<file path="config.mk">
export PLATFORM = sky130hd
export DESIGN_NAME = mux16_rr_arbiter
export DESIGN_NICKNAME = d
export VERILOG_FILES = /design/src/rtl/mux16_rr_arbiter.sv
export SDC_FILE = /design/constraint.sdc
export NUM_CORES = 1
export LEC_CHECK = 0
export BUFFER_PORTS_ARGS = -buffer_cell sky130_fd_sc_hd__buf_2
export CORE_ASPECT_RATIO = 1.1
export CORE_MARGIN = 1
export CORE_UTILIZATION = 35
export DETAILED_ROUTE_END_ITERATION = 12
export PLACE_DENSITY = 0.65
export SLEW_MARGIN = 30
export SYNTH_ARGS = -nofsm -noshare
export SYNTH_HDL_FRONTEND = slang
export SYNTH_SLANG_ARGS = --single-unit
</file>
<file path="constraint.sdc">
create_clock -name clk -period 20.7 [get_ports clk]
set_input_delay 5.175 -clock clk [delete_from_list [all_inputs] [get_ports clk]]
set_output_delay 5.175 -clock clk [all_outputs]
set_load 0.01 [all_outputs]
</file>
<file path="src/rtl/mux16_rr_arbiter.sv">
// mux16_rr_arbiter: round-robin arbiter steering one shared mux16 datapath into a registered valid/ready output stage
// Ports:
//   clk, rst_n            clock (rising edge), asynchronous active-low reset
//   req[15:0]             per-requester word-available flags, held until acked
//   lock[15:0]            per-requester "more beats follow" flag, sampled with the beat
//   data_in[16*N-1:0]     packed requester words, requester i at [i*N +: N]
//   ack[15:0]             one-hot combinational accept strobe
//   out_valid/out_ready   output handshake
//   out_data[N-1:0]       registered selected word
//   out_src[3:0]          requester index that produced out_data

module mux16 #(
    parameter int N = 8
) (
    input  logic [N-1:0] in0,
    input  logic [N-1:0] in1,
    input  logic [N-1:0] in2,
    input  logic [N-1:0] in3,
    input  logic [N-1:0] in4,
    input  logic [N-1:0] in5,
    input  logic [N-1:0] in6,
    input  logic [N-1:0] in7,
    input  logic [N-1:0] in8,
    input  logic [N-1:0] in9,
    input  logic [N-1:0] in10,
    input  logic [N-1:0] in11,
    input  logic [N-1:0] in12,
    input  logic [N-1:0] in13,
    input  logic [N-1:0] in14,
    input  logic [N-1:0] in15,
    input  logic [3:0]   switch,
    output logic [N-1:0] out
);
    logic [N-1:0] w [16];
    assign w = '{in0, in1, in2, in3, in4, in5, in6, in7, in8, in9, in10, in11, in12, in13, in14, in15};
    assign out = w[switch];
endmodule

module mux16_rr_arbiter #(
    parameter int N         = 8,
    parameter int MAX_BURST = 4
) (
    input  logic            clk,
    input  logic            rst_n,
    input  logic [15:0]     req,
    input  logic [15:0]     lock,
    input  logic [16*N-1:0] data_in,
    output logic [15:0]     ack,
    output logic            out_valid,
    input  logic            out_ready,
    output logic [N-1:0]    out_data,
    output logic [3:0]      out_src
);
    localparam int CW = $clog2(MAX_BURST + 1);
    typedef enum logic {IDLE, LOCKED} state_t;
    state_t        state, state_d;
    logic [3:0]    ptr, owner, owner_d, win;
    logic [CW-1:0] cnt, cnt_d;
    logic          can_load, grant, found;
    logic [N-1:0]  mux_out;
    assign can_load = !out_valid || out_ready;
    always_comb begin
        logic [3:0] idx;
        idx = '0;
        win = owner;
        found = 1'b0;
        if (state == IDLE)
            for (int k = 0; k < 16; k++) begin
                idx = ptr + 4'(k);
                if (!found && req[idx]) begin
                    win = idx;
                    found = 1'b1;
                end
            end
        // ack must stay low while reset is held, so the grant is gated by rst_n
        grant = rst_n && can_load && (state == IDLE ? found : req[owner]);
        state_d = state;
        owner_d = owner;
        cnt_d = cnt;
        if (state == IDLE) begin
            if (grant && lock[win] && MAX_BURST > 1) begin
                state_d = LOCKED;
                owner_d = win;
                cnt_d = CW'(1);
            end
        end else if (can_load) begin
            // a missing owner request ends the burst with a bubble; cnt_d is then irrelevant
            cnt_d = cnt + 1'b1;
            state_d = (!req[owner] || !lock[owner] || cnt_d == CW'(MAX_BURST)) ? IDLE : LOCKED;
        end
        ack = grant ? 16'(1) << win : '0;
    end
    always_ff @(posedge clk or negedge rst_n) begin
        if (!rst_n) begin
            state <= IDLE;
            ptr <= '0;
            owner <= '0;
            cnt <= '0;
            out_valid <= 1'b0;
            out_data <= '0;
            out_src <= '0;
        end else begin
            state <= state_d;
            owner <= owner_d;
            cnt <= cnt_d;
            out_valid <= grant || (out_valid && !out_ready);
            if (grant) begin
                ptr <= win + 4'd1;
                out_data <= mux_out;
                out_src <= win;
            end
        end
    end
    mux16 #(.N(N)) u_mux (
        .in0   (data_in[0*N +: N]),
        .in1   (data_in[1*N +: N]),
        .in2   (data_in[2*N +: N]),
        .in3   (data_in[3*N +: N]),
        .in4   (data_in[4*N +: N]),
        .in5   (data_in[5*N +: N]),
        .in6   (data_in[6*N +: N]),
        .in7   (data_in[7*N +: N]),
        .in8   (data_in[8*N +: N]),
        .in9   (data_in[9*N +: N]),
        .in10  (data_in[10*N +: N]),
        .in11  (data_in[11*N +: N]),
        .in12  (data_in[12*N +: N]),
        .in13  (data_in[13*N +: N]),
        .in14  (data_in[14*N +: N]),
        .in15  (data_in[15*N +: N]),
        .switch(win),
        .out   (mux_out)
    );
endmodule

</file>
==> results.txt <==
The total congestion overflow is 0. By area the synthesized netlist is led by mux4_2 14%, dfrtp_1 12%, mux2i_1 10%. Summing all multi-input logic gate instances after layout gives 0.00435 sq mm. The number of placement rows is 46. The number of search-and-repair iterations in the first detailed-routing pass is 7.

Leaving out fill and tap cells, the most frequent cells in the layout are 191 x buf_2, 140 x nand2_1, 52 x mux2i_1. The signed area change from the synthesized netlist to the final layout is 22.2%. The initial antenna violation count came out at 0. At the pin with the least slew margin, the transition time is 954 ps. TritonCTS built the clock tree.

During synthesis, Yosys emitted a total of 0 warnings. The setup slack of the most critical reg-to-reg path is 13700 ps. The die is approximately 120 microns wide. Counting instances, the worst hold path has a depth of 1. In the synthesized netlist the async set-or-reset flop fraction comes to 1.00. The layout net count is a little over 1000.

Averaged over all synthesized cells, the footprint is 7.55 sq um. The pin count of the biggest net entering global routing came out at 73. Max-cap violations in this run came to 0.

The buffer levels on the longest clock path came out at 2. The die outline area came out at roughly 0.016 sq mm. The commonest non-fill, non-tap cell in the layout is buf_2. The sum of net half-perimeters after detailed placement is 16.2 mm.

The netlist area before placement came out at roughly 0.0053 sq mm. The number of cells on the worst reg-to-reg path is 18. The total wire length after detailed routing is 20.6 mm. The number of DRC markers after the initial detailed-route iteration came out at 452. The most used flip-flop cell after synthesis is dfrtp_1. For the worst-skew pair, the clock arrives at the later sink with an insertion delay of 260 ps. The count of port buffers added during placement came out at 191. Setup violations remaining at the end of the flow were counted as 0. The terminus of the critical flop-to-flop path is out_data[2]$_DFFE_PN0P_. The overall fraction of global-route tracks in use came out at 0.259.

The chip height is 131 microns. The number of hold violations in the final report came out at 0. The arrival time at the worst endpoint is 9920 ps.

Timing would allow up to ~66 MHz. Synthesis produced a netlist with a net count of 875. For hold timing, the worst endpoint is out_src[3]$_DFFE_PN0P_. After floorplanning, the core was sized to cover between 0.01 and 0.015 sq mm. STA classifies the critical path endpoint as an output pin.

The number of gates resized after CTS came out at 0. The startpoint of the lowest-slack register-to-register path is ptr[0]$_DFFE_PN0P_. The number of ports placed on the die boundary came out at 192.

The initial standard-cell utilization of the core came out at 0.361. The number of antenna repair diodes came out at 0. The register clock-pin slew on the reported worst setup and hold paths is 60 ps. The sequential cell area fraction in the yosys report is 0.119.

Along the worst path, the maximum fanout reaches 72. Measured against its own limit, the worst slew margin works out to 0.359. The post-route antenna net violation count is 0. The post-detailed-route DRC marker count came out at 0. The hold buffer count at CTS came out at 0. For the final database, setup skew stands at 2.39 ps. Dividing the detail-routed wire length by the instance count gives around 20 microns.

Subtracting the final worst setup slack from the clock period gives 15090 ps. The number of enable-type register cells in the synthesized netlist came out at 0. The worst hold path belongs to the class reg -> reg. The summed negative setup slack over all endpoints came out at 0 ps. The netlist uses 73 different library cells. The sequential cell area in the final layout came out at 626 sq um. The top cell type's share of synthesized area is 0.137.

The worst setup path is of the in -> out kind. Setup repair after global routing left no endpoint under its margin. The average vias per placed instance came out at about 6.0.

The number of clock sinks came out at 25. The number of global-route vias before repair came to around 6000. The run finished with clean final reports.

The number of pins exceeding their max-slew limit in the final report came to 0. For the worst setup path, the data required time is 15530 ps. STA classifies the critical path startpoint as a primary input. The total number of vias is around 6300. The worst hold path begins at out_src[3]$_DFFE_PN0P_.

The CTS buffer count came out at 3. The post-synthesis instance total came out at 697. The ratio of final minimum period to clock period is 0.729. The number of storage elements in the synthesis netlist is 25. The global-route wire length before repair came out at 31.5 mm.

mux4_2 takes more of the synthesized area than any other cell. The clock root buffer is clkbuf_16. The number of post-CTS setup repair buffers is 0.

The layout cell share with drive strength beyond 1 is 0.315. The number of H-tree levels came out at 1. The last weighted congestion value of the routability-driven placer is 1.05. The number of filler instances in the final layout is 1521.
==> metal layers <==
metal,share of wire,global-route usage,vias to the layer above
met4,0.069,0.181,0
met1,0.37,0.299,2927
li1,-,-,2958
met2,0.48,0.448,359
met3,0.084,0.0360,78
met5,0,0,-
==> per-stage QoR <==
stage | utilization | hold WS (ps) | area, sq um | cells | setup slack (ps)
floorplan | - | 472 | 5260 | 697 | 6360
global placement | 0.436 | 458 | 6340 | 1042 | 5840
detailed placement | 0.436 | 483 | 6350 | 1042 | 5700
CTS | 0.441 | 498 | 6430 | 1046 | 5660
global route | 0.441 | 511 | 6430 | 1046 | 5220
finish | 0.441 | 491 | 6430 | 1046 | 5610
==> registers in the layout, indices dropped and copies added, names as in the netlist <==
register and cells:
out_valid 1, out_src 4, out_data 8, ptr 4, state 1, cnt 3
owner 4
==> layout make-up <==
cell class,count,area share
Inverter,24,0.0140
Timing Repair Buffer,203,0.163
Clock buffer,3,0.0117
Sequential cell,25,0.0973
Tap cell,192,0.0374
Clock inverter,1,0.000779
Multi-Input combinational cell,598,0.676
==> kinds of logic after synthesis <==
family	synth area share
XOR/XNOR	0.0216
adder cells (fa/ha/maj)	0.0357
buffers and inverters	0.0580
flip-flops	0.119
AO/OA/AOI/OAI	0.208
multiplexers	0.268
AND/OR/NAND/NOR	0.290
==> cell usage after synthesis (6+ instances only) <==
cell and n:
and3_1 17, ha_1 15, o22ai_1 8, mux2i_1 53, mux4_2 32, a21oi_1 21, buf_2 7, a211oi_1 9
nor2_1 53, dfrtp_1 25, a31oi_1 14, clkbuf_1 39, nand2_1 140, o21ai_0 26, nor3_1 6, a32oi_1 16
nand4_1 13, nand4b_1 8, nor2b_1 8, a2111oi_0 14, inv_1 22, nand3_1 47, mux2_2 11, xnor2_1 9
==> worst max-delay path by stage <==
stage	from	end	slack [ps]	cells after the start
CTS	req[13]	ack[5]	5660	15
global route	req[13]	ack[13]	5220	15
global placement	req[13]	ack[13]	5840	15
detailed placement	req[13]	ack[5]	5700	15
floorplan	req[13]	ack[3]	6360	16
finish	req[13]	ack[9]	5610	15
==> critical path, cell delays in order <==
cell and delay (ps):
buf_2 140, mux4_2 570, mux4_2 590, or2_0 380, nor3_2 300, nand4_1 260, a221oi_1 370, a311oi_2 80
o21ai_2 200, a21o_2 250, buf_4 610, inv_1 360, ha_1 320, and3_1 150, buf_2 130
Power is not shown: default switching activity piles up to over one toggle a cycle in this logic, so the estimate is an artifact.
